==> src/rtl/frame_tx_arbiter.sv <==
// Two-source frame arbiter: latches per-source frame requests, grants them round-robin,
// announces each frame with a sync pulse and merges the granted source onto one stream.
module frame_tx_arbiter #(
  parameter int TIMEOUT = 4096,
  parameter int GAP_CYC = 8
) (
  input  logic        clk,
  input  logic        rst_n,
  input  logic        i_req_a,
  input  logic        i_req_b,
  input  logic [15:0] i_size_a,
  input  logic [15:0] i_size_b,
  input  logic [31:0] i_data_a,
  input  logic [31:0] i_data_b,
  input  logic        i_vld_a,
  input  logic        i_vld_b,
  output logic        o_rdy_a,
  output logic        o_rdy_b,
  output logic        o_sync,
  output logic [15:0] o_size,
  output logic [31:0] o_data,
  output logic        o_vld,
  input  logic        i_rdy,
  output logic        o_busy,
  output logic        o_timeout,
  output logic [7:0]  o_ovf_cnt
);

  localparam int WDW = $clog2(TIMEOUT + 1);
  localparam int GW  = $clog2(GAP_CYC + 1);

  typedef enum logic [1:0] {S_IDLE, S_ANNOUNCE, S_STREAM, S_GAP} state_t;

  state_t           state_q, state_d;
  logic             pend_a_q, pend_a_d, pend_b_q, pend_b_d;
  logic [15:0]      size_a_q, size_a_d, size_b_q, size_b_d;
  logic             last_b_q, last_b_d;
  logic             sel_b_q, sel_b_d;
  logic [15:0]      osize_q, osize_d;
  logic [15:0]      cnt_q, cnt_d;
  logic [WDW-1:0]   wdog_q, wdog_d;
  logic [GW-1:0]    gap_q, gap_d;
  logic [7:0]       ovf_q, ovf_d;

  logic             grant_a, grant_b, ovf_a, ovf_b, sel_vld, xfer, timeout;
  logic [15:0]      gsize;
  logic [8:0]       ovf_sum;

  assign sel_vld = sel_b_q ? i_vld_b : i_vld_a;

  always_comb begin
    state_d   = state_q;
    last_b_d  = last_b_q;
    sel_b_d   = sel_b_q;
    osize_d   = osize_q;
    cnt_d     = cnt_q;
    wdog_d    = '0;
    gap_d     = '0;
    grant_a   = 1'b0;
    grant_b   = 1'b0;
    xfer      = 1'b0;
    timeout   = 1'b0;
    gsize     = '0;

    case (state_q)
      S_IDLE: begin
        if (pend_a_q && (!pend_b_q || last_b_q)) grant_a = 1'b1;
        else if (pend_b_q)                       grant_b = 1'b1;
        if (grant_a || grant_b) begin
          gsize    = grant_b ? size_b_q : size_a_q;
          last_b_d = grant_b;
          sel_b_d  = grant_b;
          if (gsize == 16'd0) begin
            state_d = S_GAP;
          end else begin
            state_d = S_ANNOUNCE;
            osize_d = gsize;
            cnt_d   = gsize;
          end
        end
      end
      S_ANNOUNCE: state_d = S_STREAM;
      S_STREAM: begin
        xfer = sel_vld & i_rdy;
        if (xfer) begin
          cnt_d = cnt_q - 16'd1;
          if (cnt_q == 16'd1) state_d = S_GAP;
        end else if (wdog_q == WDW'(TIMEOUT - 1)) begin
          timeout = 1'b1;
          state_d = S_GAP;
        end else begin
          wdog_d = wdog_q + 1'b1;
        end
      end
      // GAP occupies GAP_CYC hold cycles plus the cycle that returns to IDLE
      S_GAP: begin
        if (gap_q == GW'(GAP_CYC)) state_d = S_IDLE;
        else                       gap_d   = gap_q + 1'b1;
      end
      default: state_d = S_IDLE;
    endcase

    // a new request beats a same-cycle grant clear and is not an overrun
    pend_a_d = i_req_a | (pend_a_q & ~grant_a);
    pend_b_d = i_req_b | (pend_b_q & ~grant_b);
    ovf_a    = i_req_a & pend_a_q & ~grant_a;
    ovf_b    = i_req_b & pend_b_q & ~grant_b;
    size_a_d = i_req_a ? i_size_a : size_a_q;
    size_b_d = i_req_b ? i_size_b : size_b_q;
    ovf_sum  = {1'b0, ovf_q} + 9'(ovf_a) + 9'(ovf_b);
    ovf_d    = ovf_sum[8] ? 8'hFF : ovf_sum[7:0];
  end

  always_ff @(posedge clk or negedge rst_n) begin
    if (!rst_n) begin
      state_q  <= S_IDLE;
      pend_a_q <= 1'b0;
      pend_b_q <= 1'b0;
      size_a_q <= '0;
      size_b_q <= '0;
      last_b_q <= 1'b1;
      sel_b_q  <= 1'b0;
      osize_q  <= '0;
      cnt_q    <= '0;
      wdog_q   <= '0;
      gap_q    <= '0;
      ovf_q    <= '0;
    end else begin
      state_q  <= state_d;
      pend_a_q <= pend_a_d;
      pend_b_q <= pend_b_d;
      size_a_q <= size_a_d;
      size_b_q <= size_b_d;
      last_b_q <= last_b_d;
      sel_b_q  <= sel_b_d;
      osize_q  <= osize_d;
      cnt_q    <= cnt_d;
      wdog_q   <= wdog_d;
      gap_q    <= gap_d;
      ovf_q    <= ovf_d;
    end
  end

  assign o_sync    = (state_q == S_ANNOUNCE);
  assign o_size    = osize_q;
  assign o_busy    = (state_q != S_IDLE);
  assign o_vld     = (state_q == S_STREAM) & sel_vld;
  assign o_rdy_a   = (state_q == S_STREAM) & ~sel_b_q & i_rdy;
  assign o_rdy_b   = (state_q == S_STREAM) &  sel_b_q & i_rdy;
  assign o_data    = (state_q == S_STREAM) ? (sel_b_q ? i_data_b : i_data_a) : '0;
  assign o_timeout = timeout;
  assign o_ovf_cnt = ovf_q;

endmodule
==> config.mk <==
export PLATFORM = sky130hd
export DESIGN_NAME = frame_tx_arbiter
export DESIGN_NICKNAME = d
export VERILOG_FILES = /design/src/rtl/frame_tx_arbiter.sv
export SDC_FILE = /design/constraint.sdc
export NUM_CORES = 1
export LEC_CHECK = 0
export ABC_AREA = 1
export CAP_MARGIN = 40
export CORE_AREA = 8 8 96 184
export DETAILED_ROUTE_END_ITERATION = 8
export DIE_AREA = 0 0 104 192
export HOLD_SLACK_MARGIN = 0.06
export SKIP_CTS_REPAIR_TIMING = 1
export SLEW_MARGIN = 20
export SYNTH_ARGS = -nofsm -noshare
export SYNTH_HDL_FRONTEND = slang
export SYNTH_SLANG_ARGS = --single-unit
==> constraint.sdc <==
create_clock -name clk -period 2.6 [get_ports clk]
set_clock_uncertainty 0.2 [all_clocks]
set_input_delay 0.39 -clock clk [delete_from_list [all_inputs] [get_ports clk]]
set_output_delay 0.39 -clock clk [all_outputs]
set_load 0.02 [all_outputs]
# Yosys cells after proc, flatten, opt, wreduce, memory -nomap -nowiden
# Index checks and enable logic that the tools add are counted.
[word_totals]
reg_bits = 95
latchBits = 0
mem_bits_rw = 0
romBits = 0
inputBits = 103
elab_cells = 90
memories = 0
[op_classes]
n_addsub = 5
mul = 0
n_div = 0
magnitude_cmp = 0
eq_ne = 12
n_shift = 0
mux = 31
bitwise = 18
n_reduce_logical = 12
[op_table]
columns = ["op", "n"]
rows = [
  ["$mux 16", 4],
  ["$mux 32", 2],
  ["$mux 13", 3],
  ["$pmux 16 s2", 1],
  ["$eq 16x1->1 const B", 1],
  ["$logic_not 16->1", 1],
  ["$sub 16x1->16 const B", 1],
  ["$add 13x1->13 const B", 1],
  ["$eq 13x12->1 const B", 1],
  ["$and 1x1->1", 12],
  ["$mux 2", 6],
  ["$mux 1", 11],
  ["$add 8x1->9", 1],
  ["$add 9x1->9", 1],
  ["$mux 4", 2],
  ["$mux 8", 1],
  ["$ne 2x2->1 const B", 4],
  ["$pmux 2 s4", 1],
  ["$reduce_and 4->1", 2],
  ["$ne 3x3->1 const B", 2],
  ["$add 4x1->4 const B", 1],
  ["$eq 2x2->1 const B", 2],
  ["$eq 4x4->1 const B", 1],
  ["$not 1->1", 4],
  ["9 further kinds", 12],
]

# Logic depth before layout (Yosys ltp)
[depth]
depth_word = 11
ltp_mapped = 19
ltp_nobuf = 18

# Worst setup path before layout
# No wires, ideal clock.
[synth_path]
path_kind = "register to register"
from = "reg state_q[0]"
to = "reg ovf_q[7] (netlist: o_ovf_cnt[7])"
setup_time_ns = 0.127
t_arrival_ns = 2.372
setup_slack_ns = -0.100
path_stages_with_launch = 18
path_buffers = 0
path_cell_list = "dfrtp_1 inv_1 ha_1 inv_1 o21ai_0 nor2_1 fa_1 nand2_1 inv_1 nand2_1 nor2_1 nand2_1 inv_1 nand2_1 inv_1 nand2_1 inv_1 or2_2"
[synth_via]
elab_chain_cells = 7
word_cells_on_any_way = 10
classes_between = "add/sub: 2; mux: 3; bitwise: 4; reduce/logical: 1"
[synth_lines]
columns = ["item", "line", "source"]
rows = [
  ["start: declaration", "34", "state_t state_q, state_d;"],
  ["start signal: assignment", "129", "state_q <= state_d;"],
  ["$logic_not 2->1 *", "65", "case (state_q)"],
  ["$mux 1", "65", ""],
  ["$not 1->1", "106", "ovf_a = i_req_a & pend_a_q & ~grant_a;"],
  ["$and 1x1->1", "106", ""],
  ["$add 8x1->9", "110", "ovf_sum = {1'b0, ovf_q} + 9'(ovf_a) + 9'(ovf_b);"],
  ["$add 9x1->9 *", "110", ""],
  ["$mux 8 *", "111", "ovf_d = ovf_sum[8] ? 8'hFF : ovf_sum[7:0];"],
  ["net ovf_d[7]", "43", "logic [7:0] ovf_q, ovf_d;"],
  ["end signal: assignment", "140", "ovf_q <= ovf_d;"],
  ["end: declaration", "43", ""],
]
# Mark *: on every way through the listed nets, which the timed path passes. The rest lies on a longest branch.
# A chain may end at the register's enable or synchronous reset.

# Worst setup path in the final report
[layout_path]
from = "reg state_q[0]"
to = "out o_rdy_a"
[layout_via]
elab_chain_cells = 3
[layout_lines]
columns = ["item", "line", "source"]
rows = [
  ["$eq 2x2->1", "148", "assign o_rdy_a = (state_q == S_STREAM) & ~sel_b_q & i_rdy;"],
  ["$and 1x1->1 (2 in series)", "148", ""],
  ["end: declaration", "17", "output logic o_rdy_a,"],
]
# No other way between the ends.

==> out/metrics.csv <==
stage,metric,value,unit
run_status,status,finished clean,
worst_setup_path,worstPathCellList,"inv_2, ha_1, inv_2, nor3_1, clkdlybuf4s50_1",
worst_setup_path,rrSetupSlack,0.21,ns
cts,cts_tree,built,
synthesis,synth_compound_area_frac,0.1247,
worst_setup_path,critPathSlowestCell,clkdlybuf4s50_1,
cts,clock_latency,0.34,ns
die,fp.dieH,192,um
synthesis,synth-seq-cells,95,
cts,numCtsBuffers,9,
timing,finalMaxSlewViolations,0,
synthesis,synth_top_family_by_area,simple AND/OR/NAND/NOR gates,
global_routing,grt_pass1_wl,25.96,mm
synthesis,syn_area,5219,sq um
worst_setup_path,crit_top_cell,inv_2,
worst_setup_path,path_max_fanout,7,
timing,hold_viol,0,
worst_setup_path,required,2.01,ns
die,start_util,0.3430,
placed_design,place_congestion,0.8411,
placed_design,io_buffers,164,
timing,relSlewSlack,0.6345,
cts,htreeDepth,3,
min_path,hold_depth,2,
synthesis,syn-num-nets,828,
synthesis,synth_cell_type_count,38,
global_routing,grt_max_degree,96,
finish,layout.nets,1006,
die,core_area,15210,sq um
finish,num_antenna_cells,0,
min_path,holdCritStartpoint,o_size[12],
timing,timing.final.ws_setup,0.1098,ns
worst_setup_path,critPathArrivalTime,1.90,ns
synthesis,ys_seq_area_frac,0.4558,
timing,rsz0062_at_grt,true,
timing,finalCriticalPeriod,2.490,ns
drt,firstDrtPassIters,5,
synthesis,synth_xor_area_frac,0.01846,
placed_design,hpwl,12.38,mm
synthesis,synth_area_per_cell,7.299,sq um
cts,cts.sinks,95,
finish,layout-drive-gt1-share,0.08241,
drt,drc_errors,0,
global_routing,antenna_found_initial,0,
drt,antenna_left,0,
timing,fin_crit_sh,0.9578,
worst_setup_path,worstSetupEndpointType,primary output,
synthesis,yosysWarningCount,0,
drt,wl,16.03,mm
drt,dr_wl_met2,8.182,mm
drt,wl_met1,6.573,mm
pwr,p_per_area,1025,nW/um^2
placed_design,dpl.cell_count,1079,
pwr,p_leak,4.168,nW
min_path,min_path_type,reg2reg,
cts,path_clk_slew,0.06,ns
synthesis,synth-simple-area-share,0.2956,
worst_setup_path,setup.worst_path.start_class,register,
drt,num_vias,5127,
synthesis,syn_inst,715,
worst_setup_path,reg2regPathDepth,17,
drt,wire_per_inst,14.63,um
die,placementRows,64,
drt,top_layer,met4,
timing,max_freq,0.4016,GHz
synthesis,synthAdderAreaFrac,0.02541,
global_routing,grt_pass1_vias,5200,
cts,cts_root_buf,clkbuf_16,
placed_design,preCtsSetupSlack,-0.3393,ns
finish,final_cells,1096,
drt,drt-initial-drc-count,156,
min_path,holdPathEnd,o_size[12],
timing,holdWs,0.2702,ns
die,die_area,19970,sq um
worst_setup_path,timing.rr.end,o_ovf_cnt[2],
drt,avgViaCountPerCell,4.678,
timing,worst_pin_slew,0.5483,ns
synthesis,muxShareOfSynthArea,0,
pwr,vdd_drop_max,0.5388,mV
global_routing,overflow,0,
worst_setup_path,cpPeakStageDelay,0.63,ns
die,dieWidth,104,um
cts,clock_path_buffers,2,
run,max_cap_viol_count,0,
die,io_pins,165,
timing,setup_viol,0,
worst_setup_path,worstSetupPathType,reg2out,
drt,met3_length,847,um
worst_setup_path,r2r_start,last_b_q,
finish,area_growth,47.02,%
global_routing,grt_usage,0.1617,
-- layout by cell type, fill, tap and decap left out, types with 4 or more instances in the layout --
cell type / Yosys / routed
ha_1: 9 / 8
nor2_1: 55 / 54
o21ai_0: 45 / 43
o21ai_1: 26 / 27
clkdlybuf4s50_1: 0 / 129
a21oi_1: 41 / 41
nand3_1: 33 / 33
buf_4: 3 / 27
xor2_1: 6 / 6
inv_2: 3 / 6
dfrtp_1: 94 / 93
clkbuf_16: 0 / 9
nand4_1: 4 / 4
dlymetal6s2s_1: 0 / 33
nand2_1: 263 / 261
nor3_1: 6 / 5
xnor2_1: 5 / 5
inv_1: 68 / 65
-- cell usage after synthesis, drive strengths merged --
library cell / count / share of area
nand4: 4 / 0.0048
xor2: 6 / 0.010
o21ai: 71 / 0.068
o21bai: 2 / 0.0029
a211oi: 1 / 0.0014
a31oi: 1 / 0.0012
ha: 9 / 0.022
nor2: 58 / 0.045
or2: 2 / 0.0024
xnor2: 5 / 0.0084
nor3: 6 / 0.0058
nand3: 34 / 0.035
nor4: 1 / 0.0012
o21a: 2 / 0.0029
nor3b: 3 / 0.0043
nand2: 266 / 0.20
dfstp: 1 / 0.0050
a21o: 1 / 0.0014
clkbuf: 17 / 0.012
buf: 12 / 0.016
inv: 71 / 0.051
clkinv: 1 / 0.00072
nand3b: 1 / 0.0014
fa: 1 / 0.0038
o211ai: 1 / 0.0014
a21oi: 42 / 0.042
a22oi: 2 / 0.0029
dfrtp: 94 / 0.45
-- worst max-delay path: cells and delay by family (launching register included) --
family                   cells  cell delay, ns
buffers and inverters        3            0.83
flip-flops                   1            0.39
adder cells (fa/ha/maj)      1            0.20
AND/OR/NAND/NOR              1            0.15
-- power by group --
group	internal (mW)	switching, mW
Combinational	1.71	2.58
Sequential	1.89	0.317
Clock	0.821	0.546
-- cells by family (layout without fill, tap and decap cells) --
logic type | count (synthesis) | in the layout
AND/OR/NAND/NOR | 375 | 375
XOR/XNOR | 11 | 11
AO/OA/AOI/OAI | 123 | 123
buffers and inverters | 101 | 284
flip-flops | 95 | 95
adder cells (fa/ha/maj) | 10 | 10
-- metrics by stage --
stage / power [mW] / cell area (sq um) / setup TNS [ns] / util
2_1_floorplan: 4.834 / 5221 / 0 / -
3_3_place_gp: 6.479 / 7231 / -0.7629 / 0.4752
3_5_place_dp: 6.524 / 7231 / -1.372 / 0.4752
4_1_cts: 7.915 / 7541 / -3.138 / 0.4956
5_1_grt: 8.499 / 7672 / -0.02043 / 0.5043
6_report: 7.863 / 7672 / 0 / 0.5043
-- how the worst max path moves through the flow --
stage / startpoint / endpoint / slack [ns] / cells after the start
after global placement: i_vld_b / o_timeout / -0.35 / 6
final: state_q[0] / o_rdy_a / 0.11 / 5
after floorplan: state_q[0] / o_ovf_cnt[7] / 0.02 / 17
after detailed placement: i_vld_b / o_timeout / -0.34 / 6
after CTS: i_vld_b / o_timeout / -0.37 / 6
after global routing: last_b_q / o_ovf_cnt[1] / -0.01 / 17
-- registers in the layout, summed over array words and instances (netlist names) --
register	flops
gap_q	4
pend_b_q	1
o_size	16
cnt_q	16
o_ovf_cnt	8
wdog_q	13
sel_b_q	1
last_b_q	1
size_a_q	16
size_b_q	16
pend_a_q	1
state_q	2
-- cell type report --
class	instances	area [sq um]
Sequential cell	95	2380
Multi-Input combinational cell	519	2460
Fill cell	1514	7542
Inverter	72	270.3
Clock buffer	13	270.3
Clock inverter	3	40.04
Tap cell	198	247.7
Timing Repair Buffer	196	2004
-- metal layers --
| metal | track usage | vias to the layer above |
|---|---|---|
| met5 | 0 | - |
| met4 | 0.07852 | 0 |
| met3 | 0.03730 | 25 |
| met2 | 0.2888 | 174 |
| met1 | 0.1760 | 2313 |
| li1 | - | 2615 |
Power figures use the tool's default switching activity.
